===== src/rtl/addr_pipe_pkg.sv =====
// Shared defaults and the stage-record layout for the register-address pipeline.
// With ADDR_PIPE_CSR_EN defined, each record also carries a CSR address and a CSR write-enable.
package addr_pipe_pkg;
   localparam int REG_AW_DEF = 5;
   localparam int CSR_AW_DEF = 12;
   localparam int FWD_NONE   = 0;

   typedef struct packed {
`ifdef ADDR_PIPE_CSR_EN
      logic [CSR_AW_DEF-1:0] csr_dest;
      logic                  csr_we;
`endif
      logic [REG_AW_DEF-1:0] dest;
      logic                  load;
      logic                  we;
      logic                  valid;
   } stage_rec_t;
endpackage


===== src/rtl/addr_pipe_stage.sv =====
// One stage register of the address pipeline.
// Update priority at each edge: reset, then hold, then clear (flush or inserted bubble), then load.
module addr_pipe_stage
   import addr_pipe_pkg::*;
#(
   parameter int W = 8
) (
   input  logic         clk,
   input  logic         rst,
   input  logic         hold,
   input  logic         clear,
   input  logic         ins_bubble,
   input  logic [W-1:0] d,
   output logic [W-1:0] q
);

   always_ff @(posedge clk) begin
      if (rst) begin
         q <= '0;
      end else if (hold) begin
         q <= q;
      end else if (clear || ins_bubble) begin
         q <= '0;
      end else begin
         q <= d;
      end
   end

endmodule


===== src/rtl/addr_pipe.sv =====
// Register-address pipeline: per-stage hold/clear, bubble insertion, x0 write suppression,
// forwarding-source selection and load-use detection. ADDR_PIPE_CSR_EN adds CSR address/we fields.
module addr_pipe
   import addr_pipe_pkg::*;
#(
   parameter int REG_AW = REG_AW_DEF,
   parameter int CSR_AW = CSR_AW_DEF,
   parameter int NSRC   = 2,
   parameter int DEPTH  = 3,
   localparam int SELW  = $clog2(DEPTH)
) (
   input  logic                   clk,
   input  logic                   rst,
   input  logic [DEPTH-1:0]       bubble,
   input  logic [DEPTH-1:0]       flush,
   input  logic                   valid_id,
   input  logic [NSRC*REG_AW-1:0] src_id,
   input  logic [REG_AW-1:0]      dest_id,
   input  logic                   we_id,
   input  logic                   load_id,
   output logic [NSRC*REG_AW-1:0] src_ex,
   output logic [DEPTH*REG_AW-1:0] dest_o,
   output logic [DEPTH-1:0]       we_o,
   output logic [DEPTH-1:0]       valid_o,
   output logic [NSRC*SELW-1:0]   fwd_sel,
   output logic                   load_use_stall
`ifdef ADDR_PIPE_CSR_EN
   ,
   input  logic [CSR_AW-1:0]       csr_dest_id,
   input  logic                    csr_we_id,
   output logic [DEPTH*CSR_AW-1:0] csr_dest_o,
   output logic [DEPTH-1:0]        csr_we_o
`endif
);

`ifdef ADDR_PIPE_CSR_EN
   localparam bit CSR_EN = 1'b1;
`else
   localparam bit CSR_EN = 1'b0;
`endif

   // Record layout, LSB first: valid, we, load, dest, then csr_we, csr_dest when present.
   localparam int REC_W = 3 + REG_AW + (CSR_EN ? (CSR_AW + 1) : 0);
   localparam int W0    = REC_W + NSRC * REG_AW;

   logic [W0-1:0]    s0_d;
   logic [W0-1:0]    s0_q;
   logic [REC_W-1:0] rec_q [DEPTH];
   logic             src_hit;

   // ---- ID capture into stage 0: writes to x0 and fields of non-instructions are suppressed
   assign s0_d = {src_id,
`ifdef ADDR_PIPE_CSR_EN
                  csr_dest_id,
                  csr_we_id & valid_id,
`endif
                  dest_id,
                  load_id & valid_id,
                  we_id & valid_id & (dest_id != '0),
                  valid_id};

   assign rec_q[0] = s0_q[REC_W-1:0];
   assign src_ex   = s0_q[W0-1:REC_W];

   // ---- stage registers
   for (genvar k = 0; k < DEPTH; k++) begin : g_stage
      if (k == 0) begin : g_ex
         addr_pipe_stage #(.W(W0)) u_stage (
            .clk        (clk),
            .rst        (rst),
            .hold       (bubble[0]),
            .clear      (flush[0]),
            .ins_bubble (1'b0),
            .d          (s0_d),
            .q          (s0_q)
         );
      end else begin : g_back
         // A held upstream stage must not leak a copy of its instruction downstream.
         addr_pipe_stage #(.W(REC_W)) u_stage (
            .clk        (clk),
            .rst        (rst),
            .hold       (bubble[k]),
            .clear      (flush[k]),
            .ins_bubble (bubble[k-1] & ~bubble[k]),
            .d          (rec_q[k-1]),
            .q          (rec_q[k])
         );
      end

      assign valid_o[k]                   = rec_q[k][0];
      assign we_o[k]                      = rec_q[k][1];
      assign dest_o[k*REG_AW +: REG_AW]   = rec_q[k][3 +: REG_AW];
`ifdef ADDR_PIPE_CSR_EN
      assign csr_we_o[k]                  = rec_q[k][3 + REG_AW];
      assign csr_dest_o[k*CSR_AW +: CSR_AW] = rec_q[k][4 + REG_AW +: CSR_AW];
`endif
   end

   // ---- forwarding select: scan oldest to youngest so the youngest producer wins
   always_comb begin
      fwd_sel = '0;
      for (int i = 0; i < NSRC; i++) begin
         fwd_sel[i*SELW +: SELW] = SELW'(FWD_NONE);
         for (int k = DEPTH - 1; k >= 1; k--) begin
            if (valid_o[k] && we_o[k] && (src_ex[i*REG_AW +: REG_AW] != '0) &&
                (dest_o[k*REG_AW +: REG_AW] == src_ex[i*REG_AW +: REG_AW])) begin
               fwd_sel[i*SELW +: SELW] = SELW'(k);
            end
         end
      end
   end

   // ---- load-use: we_o[0] already excludes x0 destinations
   always_comb begin
      src_hit = 1'b0;
      for (int i = 0; i < NSRC; i++) begin
         if (src_id[i*REG_AW +: REG_AW] == dest_o[REG_AW-1:0]) begin
            src_hit = 1'b1;
         end
      end
      load_use_stall = valid_id & valid_o[0] & rec_q[0][2] & we_o[0] & src_hit;
   end

endmodule


===== config.mk =====
export PLATFORM = sky130hd
export DESIGN_NAME = addr_pipe
export DESIGN_NICKNAME = d
export VERILOG_FILES = /design/src/rtl/addr_pipe_pkg.sv /design/src/rtl/addr_pipe_stage.sv /design/src/rtl/addr_pipe.sv
export SDC_FILE = /design/constraint.sdc
export NUM_CORES = 1
export LEC_CHECK = 0
export CORE_UTILIZATION = 35
export DETAILED_ROUTE_END_ITERATION = 8
export GPL_TIMING_DRIVEN = 0
export PLACE_DENSITY_LB_ADDON = 0.08
export SKIP_LAST_GASP = 1
export SLEW_MARGIN = 20
export SYNTH_ARGS = -nofsm -noshare
export SYNTH_HDL_FRONTEND = slang
export SYNTH_SLANG_ARGS = --single-unit

===== constraint.sdc =====
create_clock -name clk -period 2.65 [get_ports clk]
set_input_delay 0.265 -clock clk [delete_from_list [all_inputs] [get_ports clk]]
set_output_delay 0.265 -clock clk [all_outputs]
set_load 0.005 [all_outputs]

=== Word level (Yosys, flattened, before mapping) ===
Index checks and enable logic that the tools add are counted.

* Flip-flop bits (word level): 34
* Word-level logic and storage cells: 44

* Equality and inequality tests: 6
* Multiplexer cells: 9
* Bitwise logic cells: 11
* Reductions and logical operators: 15

{| class="wikitable"
|+ Operators with widths
! operator !! number
|-
| $eq A5 B5 Y1 || 6
|-
| $mux W18 || 1
|-
| $mux W8 || 2
|-
| $reduce_bool A5 Y1 || 3
|-
| $logic_and A1 B1 Y1 || 10
|-
| $and A1 B1 Y1 || 9
|-
| $mux W2 || 4
|-
| $logic_or A1 B1 Y1 || 2
|-
| $mux W1 || 2
|-
| $not A1 Y1 || 2
|}

=== Depth between registers and ports, before layout ===
* Word-level depth: 5
* Gate-level depth with buffers: 4
* Mapped depth without buffers: 3

=== Hierarchy ===
Synthesis repeated with hierarchy kept, for this count alone.

* Cell total of the unflattened synthesis: 208
* Area total of the unflattened synthesis: 1874.3 µm²

{| class="wikitable"
|+ Modules (own cells, without submodules)
! module !! instances !! cells each !! area each (µm²) !! sequential area each (µm²)
|-
| addr_pipe_stage at g_stage[0].g_ex.u_stage || 1 || 79 || 742.0 || 360.3
|-
| addr_pipe_stage at g_stage[1].g_back.u_stage ... || 2 || 34 || 325.3 || 160.2
|-
| addr_pipe || 1 || 61 || 481.7 || 0.0
|}

=== Worst setup path before layout ===
Ideal clock, no wire load.

* Kind: register to output
* Start: reg g_stage[2].g_back.u_stage.q[4]
* End: out fwd_sel[3]
* Arrival: 0.972 ns
* Setup slack: 1.413 ns
* Stages on the path, launching flop included: 4
* Path buffers: 0
* Path through: dfxtp_1 > xor2_1 > nor4_1 > o2111a_1

* Word-level cells in the longest chain between the ends: 4

{| class="wikitable"
|+ Ends and longest elaborated chain
! element !! RTL line !! source
|-
| from (decl) || addr_pipe_stage.sv:14 || <nowiki>output logic [W-1:0] q</nowiki>
|-
| from (signal assigned) || addr_pipe_stage.sv:21 || <nowiki>q <= q;</nowiki>
|-
| $eq A5 B5 Y1 || addr_pipe.sv:106 || <nowiki>(dest_o[k*REG_AW +: REG_AW] == src_ex[i*REG_AW +: REG_AW])) begin</nowiki>
|-
| $logic_and A1 B1 Y1 || addr_pipe.sv:105 || <nowiki>if (valid_o[k] && we_o[k] && (src_ex[i*REG_AW +: REG_AW] != '0) &&</nowiki>
|-
| $mux W2 (2 in series) || addr_pipe.sv:105 ||
|-
| to (decl) || addr_pipe.sv:25 || <nowiki>output logic [NSRC*SELW-1:0] fwd_sel,</nowiki>
|}

Every way passes these cells.

=== Worst setup path after layout ===
* Start: reg g_stage[0].g_ex.u_stage.q[10]
* End: out fwd_sel[1]

* Word-level cells in the longest chain between the ends: 5
* Elaborated cells on any way between the ends: 9

{| class="wikitable"
|+ Ends and longest elaborated chain
! element !! RTL line
|-
| from (decl) || addr_pipe_stage.sv:14
|-
| from (signal assigned) || addr_pipe_stage.sv:21
|-
| $reduce_bool A5 Y1 || addr_pipe.sv:105
|-
| $logic_and A1 B1 Y1 (2 in series) || addr_pipe.sv:105
|-
| $mux W2 || addr_pipe.sv:105
|-
| $mux W2 (*) || addr_pipe.sv:105
|}

Mark *: on every way between the ends. The rest lies on a longest branch, timed or not.

==> metrics.md <==
| Metric | Value |
|---|---|
| Hold-fix buffers at CTS | 0 |
| Num CTS Buffers | 5 |
| Final setup viols | 0 |
| Wirelength, routed | 4634 um |
| DR top layer | met4 |
| Final WS setup | 523.4 ps |
| Met2 routed WL | 2155 um |
| Worst-path cell chain | xor2_1 > nor4_1 > o2111a_1 > clkdlybuf4s50_1 |
| GRT Util Overall | 19.09% |
| Max_cap viols | 0 |
| Commonest cells after routing, fill and taps aside | clkdlybuf4s50_1 (61), dfxtp_1 (32), xnor2_1 (22), nand2_1 (22), nor2_1 (21) |
| Die H | 71.75 um |
| Post-Syn Area | 0.001703 mm2 |
| Final Hold Vio Count | 0 |
| Syn Nets | 225 |
| Std-Cell Rows | 25 |
| EDFF count, synth | 0 |
| Pin count of the biggest net entering global routing | 11 |
| Total power | 1.089 mW |
| Max VDD drop | 0.3194 mV |
| Status | finished clean |
| Worst EP required | 2380 ps |
| # DRC | 0 |
| Pre-CTS setup slack | 578.7 ps |
| Crit-path max cell delay | 500 ps |
| Layout Nets | 293 |
| Vias in the first global route | 1508 |
| Longest Clk Path Bufs | 2 |
| Synth top area cells | dfxtp_1 (38%), xnor2_1 (11%), buf_4 (7.5%), a22oi_1 (6.2%), nand3b_1 (6.2%) |
| Fin crit period | 2127 ps |
| Routed metal-1 wire length | 2218 um |
| Layout cells sized above 1 | 11.61% |
| Power Density | 439.4 mW/mm2 |
| Critical R2R Capture | g_stage[2].g_back.u_stage.q[6] |
| Post-synth top area cell | dfxtp_1 |
| Synthesized flop and latch total | 32 |
| FFs w/ async S/R, synth | 0% |
| Layout area overhead | 45.48% |
| Crit-path slowest cell | clkdlybuf4s50_1 |
| Unrepaired setup endpoints after global routing | no |
| Post-CTS sizing | 0 |
| Worst Tran Pin Value | 492.0 ps |
| R2r setup slk | 1820 ps |
| Reg clk slew, reported paths | 70 ps |
| I/O pins | 62 |
| Initial antenna violation count | 0 |
| First-pass GRT wire length | 7445 um |
| Worst Skew | 1.362 ps |
| Die W | 71.75 um |
| Cells on Worst Hold Path | 2 |
| Routed wl met3 | 190 um |
| FMAX | 470.2 MHz |
| Mean Syn Cell Area | 8.557 um2 |
| Yosys Warn Count | 0 |
| Routability congestion estimate from global placement | 0.8439 |
| R2r startpoint | g_stage[1].g_back.u_stage.q[6] |
| Hold Slack | 465.8 ps |
| Rel. slew slack | 67.20% |
| Clk Latency, worst-skew pair | 290 ps |
| Core ar. | 0.004692 mm2 |
| WS Path Type | reg -> out |
| Final Max Tran Viols | 0 |
| Hold Path Sink | g_stage[0].g_ex.u_stage.q[2] |
| CTS tree | built |
| CP endpoint kind | output pin |
| Starting density of the core | 36.29% |
| Most common cell after layout, fill and taps aside | clkdlybuf4s50_1 |
| Register area share after synthesis | 37.62% |
| Drt first pass iters | 4 |
| # diodes | 0 |
| DR iter-0 viols | 63 |
| Leak pwr | 0.9079 nW |
| Die area | 0.005148 mm2 |
| Critical path launch point type | flop |
| Non-Filler Instances | 321 |
| DR vias/cell | 5.037 |
| Class of the worst hold path | reg -> reg |
| Post-Syn Instances | 199 |
| Placed cells | 314 |
| CP arrival | 1860 ps |
| Post-CTS Setup Inserts | 0 |
| Dpl hpwl | 3560 um |
| Crit Path Max Fanout | 5 |
| Grt total ovfl | 0 |
| Setup TNS | 0 ps |
| Final Cycle Share | 80.25% |
| Clk sinks | 32 |
| Distinct cells, synth | 28 |
| Clock root cell | clkbuf_8 |
| Wire length per cell | 14.44 um |
| DRT antenna net count | 0 |
| Via count | 1617 |
| Number of I/O port buffers | 61 |
| Top_reg_cell synth | dfxtp_1 |
| H-tree levels | 2 |
| Yosys top cell area share | 37.62% |
| Reg2Reg Depth | 2 |
| HP Start | g_stage[0].g_ex.u_stage.q[2] |
==> critical path: cells and delay by family, from the launching register on <==
kind | cells | cell delay (ps)
AOI/OAI and AO/OA | 1 | 240
xor gates and xnor gates | 1 | 110
buffers and inverters | 1 | 500
DFF | 1 | 460
and+or+nand+nor | 1 | 270
==> area by class of cell <==
type / count / area (um2)
clock buffer: 7 / 96.34
multi-input combinational: 141 / 897.1
sequential: 32 / 640.6
inverter: 1 / 3.754
tap: 54 / 67.56
buffer: 25 / 161.4
fill: 473 / 2215
timing repair buffer: 61 / 610.6
==> power breakdown <==
group,switching [mW],internal [mW]
clock network,0.184,0.231
logic,0.0644,0.0978
registers,0.0194,0.492
==> through the flow <==
stage | utilization, % | cell area (um2)
2_1_floorplan | - | 1703
3_3_place_gp | 50.75 | 2381
3_5_place_dp | 50.75 | 2381
4_1_cts | 52.80 | 2477
5_1_grt | 52.80 | 2477
6_report | 52.80 | 2477
==> logic make-up (layout without fill, tap and decap cells) <==
family	after synthesis	after routing	share of synthesized area [%]
XOR/XNOR	30	30	15.43
AND/OR/NAND/NOR	75	75	22.70
multiplexers	1	1	0.5878
AO/OA/AOI/OAI	35	35	13.96
flip-flops	32	32	37.62
buffers and inverters	26	94	9.698
==> cells in the mapped netlist, types with 3 or more instances <==
| master | number |
|---|---|
| a22oi_1 | 14 |
| buf_2 | 3 |
| nor3b_1 | 3 |
| nor2_1 | 21 |
| xnor2_1 | 22 |
| buf_4 | 17 |
| nand2_1 | 22 |
| clkbuf_1 | 4 |
| xor2_1 | 8 |
| nand3b_1 | 14 |
| dfxtp_1 | 32 |
| a21oi_1 | 16 |
| nand4_1 | 4 |
==> worst max-delay path by stage <==
| stage | from | end | slack, ps |
|---|---|---|---|
| final | g_stage[0].g_ex.u_stage.q[10] | fwd_sel[1] | 520 |
| after global routing | g_stage[0].g_ex.u_stage.q[10] | fwd_sel[1] | 370 |
| after CTS | g_stage[0].g_ex.u_stage.q[10] | fwd_sel[1] | 500 |
| after detailed placement | valid_id | load_use_stall | 580 |
| after global placement | valid_id | load_use_stall | 580 |
| after floorplan | g_stage[2].g_back.u_stage.q[4] | fwd_sel[3] | 1410 |
==> flip-flops by register name (all words and copies together), names as in the netlist <==
signal / flops
g_stage.g_ex.u_stage.q: 18
g_stage.g_back.u_stage.q: 14
==> routing by layer <==
metal / track usage, % / vias up
li1: - / 811
met1: 25.28 / 758
met2: 30.50 / 41
met3: 3.657 / 7
met4: 7.843 / 0
met5: 0 / -
Note: power is estimated with default switching activity, not from simulation.
==> RTL change 1: new RTL, same settings <==
Set the localparam `CSR_EN` to 1'b1 (it was 1'b0).
--- a/src/rtl/addr_pipe.sv
+++ b/src/rtl/addr_pipe.sv
@@ -36,7 +36,7 @@
 `ifdef ADDR_PIPE_CSR_EN
    localparam bit CSR_EN = 1'b1;
 `else
-   localparam bit CSR_EN = 1'b0;
+   localparam bit CSR_EN = 1'b1;
 `endif
 
    // Record layout, LSB first: valid, we, load, dest, then csr_we, csr_dest when present.
Check against the original RTL: not equivalent (Yosys sat finds a counterexample within 4 cycles, from zero or initial values and one cycle with rst high).
==> RTL change 1 against the original RTL <==
  * Synthesized area decreased by 35%
  * Total power shrank 34%
  * Cell area fell by 30%
  * Wire length decreased by 47%
  * Sequential cell count is 10 lower
  * Worst setup slack worse by 0.016 ns
  * Largest cell class is now buffers
  * Hold slack improved by 0.0021 ns
  * Critical endpoint is now load_use_stall
  * Sequential power down 33%
==> RTL change 1: results (changes against the original RTL) <==
| Metric | Value |
|---|---|
| LEAKAGE | 0.662 nW (-27%) |
| Global placer's final weighted congestion | 0.729 (-14%) |
| Status | finished, final reports clean |
| Clock root cell | clkbuf_4 |
| Met1 wire length | 1070 um (-52%) |
| WL met3 | 118 um (-38%) |
| Fin nets | 222 (-24%) |
| Final setup skew | 0.00464 ns (+0.00328 ns) |
| Post-synth top cells | dfxtp_1 (22), buf_4 (21), a21oi_1 (18) |
| Compound-Gate Fraction of Synth Area | 0.122 (-0.0177) |
| Met2 routed WL | 1250 um (-42%) |
| Multiplexer share of the synthesized area | 0 (-0.00588) |
| DR top layer | met3 |
| Arrival time at the worst endpoint | 1.88 ns (+0.02 ns) |
| Slew HR | 0.664 (-0.00802) |
| H-tree levels | 1 (-1) |
| Largest net degree at the start of global routing | 14 (+3) |
| Total GRT Usage | 0.144 (-0.0470) |
| CTS clk-pin slew, worst paths | 0.12 ns (+0.05 ns) |
| Syn_area_per_cell | 8.46 sq um (-1.1%) |
| DR WL/cell | 10.2 um (-29%) |
| Top flop regs | g_stage.g_back.u_stage.q (14), g_stage.g_ex.u_stage.q (8) |
| Number of global-route vias before repair | 845 (-44%) |
| Dpl cells | 235 (-25%) |
| Worst vdd ir | 0.340 mV (+6.5%) |
| Total CTS buffers | 3 (-2) |
| DP Worst Slack | 0.524 ns (-0.0543 ns) |
-- RTL change 1: per-layer routing --
metal	global-route usage	vias up
met5	0	-
met3	0.0491	0
met1	0.164	457
li1	-	542
met2	0.264	28
met4	0.0204	0
-- RTL change 1: logic make-up (layout without fill, tap and decap cells) --
group | Yosys count | after routing
xor+xnor | 10 | 10
simple gates | 48 | 48
flops | 22 | 22
buf+inv | 26 | 77
other cells | 1 | 14
compound gates | 24 | 24
-- RTL change 1: final timing paths --
path	startpoint	to	slack [ns]
worst max-delay path	g_stage[0].g_ex.u_stage.q[7]	load_use_stall	0.51
worst min-delay path	g_stage[2].g_back.u_stage.q[7]	g_stage[2].g_back.u_stage.q[7]	0.47
worst max register to register	g_stage[0].g_ex.u_stage.q[7]	g_stage[1].g_back.u_stage.q[7]	1.87
worst min register to register	g_stage[2].g_back.u_stage.q[7]	g_stage[2].g_back.u_stage.q[7]	0.47
-- RTL change 1: power groups by stage --
stage                     registers [mW]  clock network [mW]  logic (mW)
after floorplan                    0.348                   0      0.0597
after global placement             0.350                   0       0.116
after detailed placement           0.350                   0       0.117
after CTS                          0.343               0.260       0.118
after global routing               0.344               0.279       0.128
final                              0.343               0.255       0.118
-- RTL change 1: layout make-up --
| cell class | count | area, sq um |
|---|---|---|
| buffer | 26 | 178 |
| clock buffer | 3 | 22.5 |
| clock inverter | 1 | 30.0 |
| fill | 301 | 1290 |
| multi-input combinational | 96 | 539 |
| sequential | 22 | 440 |
| tap | 44 | 55.1 |
| timing repair buffer | 47 | 470 |
-- RTL change 1: worst register-to-register path: cells and delay by family (launching register included) --
| kind | cells | cell delay [ns] |
|---|---|---|
| compound gates | 1 | 0.14 |
| flops | 1 | 0.48 |
| simple gates | 1 | 0.11 |
==> RTL change 2: new RTL, same settings <==
Made on the original files. Reset style: asynchronous (`rst`), changed in one clocked block.
--- a/src/rtl/addr_pipe_stage.sv
+++ b/src/rtl/addr_pipe_stage.sv
@@ -14,7 +14,7 @@
    output logic [W-1:0] q
 );
 
-   always_ff @(posedge clk) begin
+   always_ff @(posedge clk or posedge rst) begin
       if (rst) begin
          q <= '0;
       end else if (hold) begin
Behaviour: differs if rst is asserted again (counterexample within 4 cycles, from zero or initial values and one cycle with rst high); with rst held inactive, the same outputs for 10 cycles.
==> RTL change 2 against the original RTL <==
  * Hold slack got worse by 0.062 ns
  * Wire length decreased by 1.8%
  * Largest power group unchanged
  * Total power up 10%
  * Cell area is 2.9% higher
  * Core utilization grew 0.48 points
  * Synthesized area rose by 3.7%
  * Worst setup slack lost 0.13 ns
  * Sequential cell count did not move
  * Highest routed layer unchanged
  * Sequential power grew 10%
==> RTL change 2: results (changes against the original RTL) <==
| Metric | Value |
|---|---|
| Port bufs | 61 (unchanged) |
| CTS clk-pin slew, worst paths | 0.07 ns (about the same) |
| Status | finished, final reports clean |
| Multiplexer share of the synthesized area | 0.00638 (+0.000500) |
| Via-per-instance ratio | 4.75 (-5.7%) |
| Async S/R FF share, synth | 1.00 (+1.00) |
| Top FF cell, synth | dfrtp_1 |
| Syn nets | 207 (-8.0%) |
| EDFF count, synth | 0 (unchanged) |
| Reg-to-reg startpoint | g_stage[0].g_ex.u_stage.q[6] |
| H-tree levels | 2 (unchanged) |
| Worst vdd ir | 0.220 mV (-31%) |
| Arrival time at the worst endpoint | 1.99 ns (+0.13 ns) |
| Slew HR | 0.542 (-0.130) |
| Bufs on Longest Clock Path | 2 (unchanged) |
| Initial antenna violation count | 0 (unchanged) |
| Crit-path slowest cell | clkdlybuf4s50_1 |
| ANT nets after route | 0 (unchanged) |
| R2R depth | 1 (-1) |
| R2R Setup Slk | 1.81 ns |
| Post-synth top cells | nand2_1 (38), dfrtp_1 (32), xnor2_1 (22) |
| Fin nets | 275 (-6.1%) |
| Total GRT Usage | 0.180 (-0.0108) |
| Global placer's final weighted congestion | 0.792 (-6.2%) |
| Top cell family by delay on the critical path | buffers and inverters |
| 1st-iter DRT viols | 47 (-25%) |
| Filler cells | 456 (-3.6%) |
| R2R Path End | g_stage[0].g_ex.u_stage.q[6] |
| Initial DRT Pass Iterations | 4 (unchanged) |
| Total CTS buffers | 5 (unchanged) |
| Largest net degree at the start of global routing | 33 (+22) |
| Sequential share of the synthesized area | 0.454 (+0.0774) |
| Final setup skew | 0.00161 ns (+0.000247 ns) |
| Hold Crit Class | in -> async |
| Area occupied by multi-input gates | 802 sq um (-11%) |
| Number of global-route vias before repair | 1353 (-10%) |
| Layout cells sized above 1 | 0.128 (+0.0119) |
| Compound-Gate Fraction of Synth Area | 0.142 (+0.00214) |
| DP HPWL | 3450 um (-3.1%) |
| Yosys cell types | 28 (unchanged) |
| First-pass GRT wire length | 7040 um (-5.5%) |
| CTS resizes | 0 (unchanged) |
| LEAKAGE | 1.07 nW (+18%) |
| Ranking of synthesized cells by area | dfrtp_1 (45%), xnor2_1 (11%), nand2_1 (8.1%) |
| DR WL/cell | 14.4 um (-0.55%) |
| P_sw | 314 uW (+17%) |
| Crit-path max FO | 5 (unchanged) |
| Antenna Cells | 0 (unchanged) |
| XOR/XNOR Fraction of Synth Area | 0.149 (-0.00547) |
-- RTL change 2: power groups by stage --
| stage | logic [mW] | clock network, mW | registers, mW |
|---|---|---|---|
| finish | 0.244 | 0.391 | 0.563 |
| floorplan | 0.133 | 0 | 0.556 |
| global route | 0.267 | 0.420 | 0.568 |
| detailed placement | 0.245 | 0 | 0.573 |
| CTS | 0.247 | 0.399 | 0.564 |
| global placement | 0.244 | 0 | 0.574 |
-- RTL change 2: how the worst max path moves through the flow --
| stage | start | endpoint | cells past startpoint |
|---|---|---|---|
| after floorplan | g_stage[0].g_ex.u_stage.q[10] | fwd_sel[1] | 3 |
| after global placement | valid_id | load_use_stall | 5 |
| after detailed placement | valid_id | load_use_stall | 5 |
| after CTS | g_stage[0].g_ex.u_stage.q[10] | fwd_sel[1] | 4 |
| after global routing | g_stage[0].g_ex.u_stage.q[10] | fwd_sel[1] | 4 |
| final | g_stage[0].g_ex.u_stage.q[10] | fwd_sel[1] | 4 |
-- RTL change 2: layer usage --
layer | global-route usage | share of wire | vias up
li1 | - | - | 738
met1 | 0.245 | 0.48 | 719
met2 | 0.286 | 0.46 | 43
met3 | 0.0414 | 0.042 | 6
met4 | 0.0523 | 0.012 | 0
met5 | 0 | 0 | -
-- RTL change 2: layout make-up --
type,count,area share
Multi-Input combinational cell,126,0.315
Sequential cell,32,0.314
Timing Repair Buffer,61,0.239
Buffer,22,0.0623
Clock buffer,8,0.0353
Tap cell,67,0.0329
Inverter,1,0.00147
-- RTL change 2: per-stage QoR --
stage                     setup slack (ns)  hold slack [ns]  std cells
after floorplan                       1.34            0.372        181
after global placement               0.558            0.463        309
after detailed placement             0.584            0.477        309
after CTS                            0.388            0.421        317
after global routing                 0.284            0.471        317
final                                0.392            0.403        317
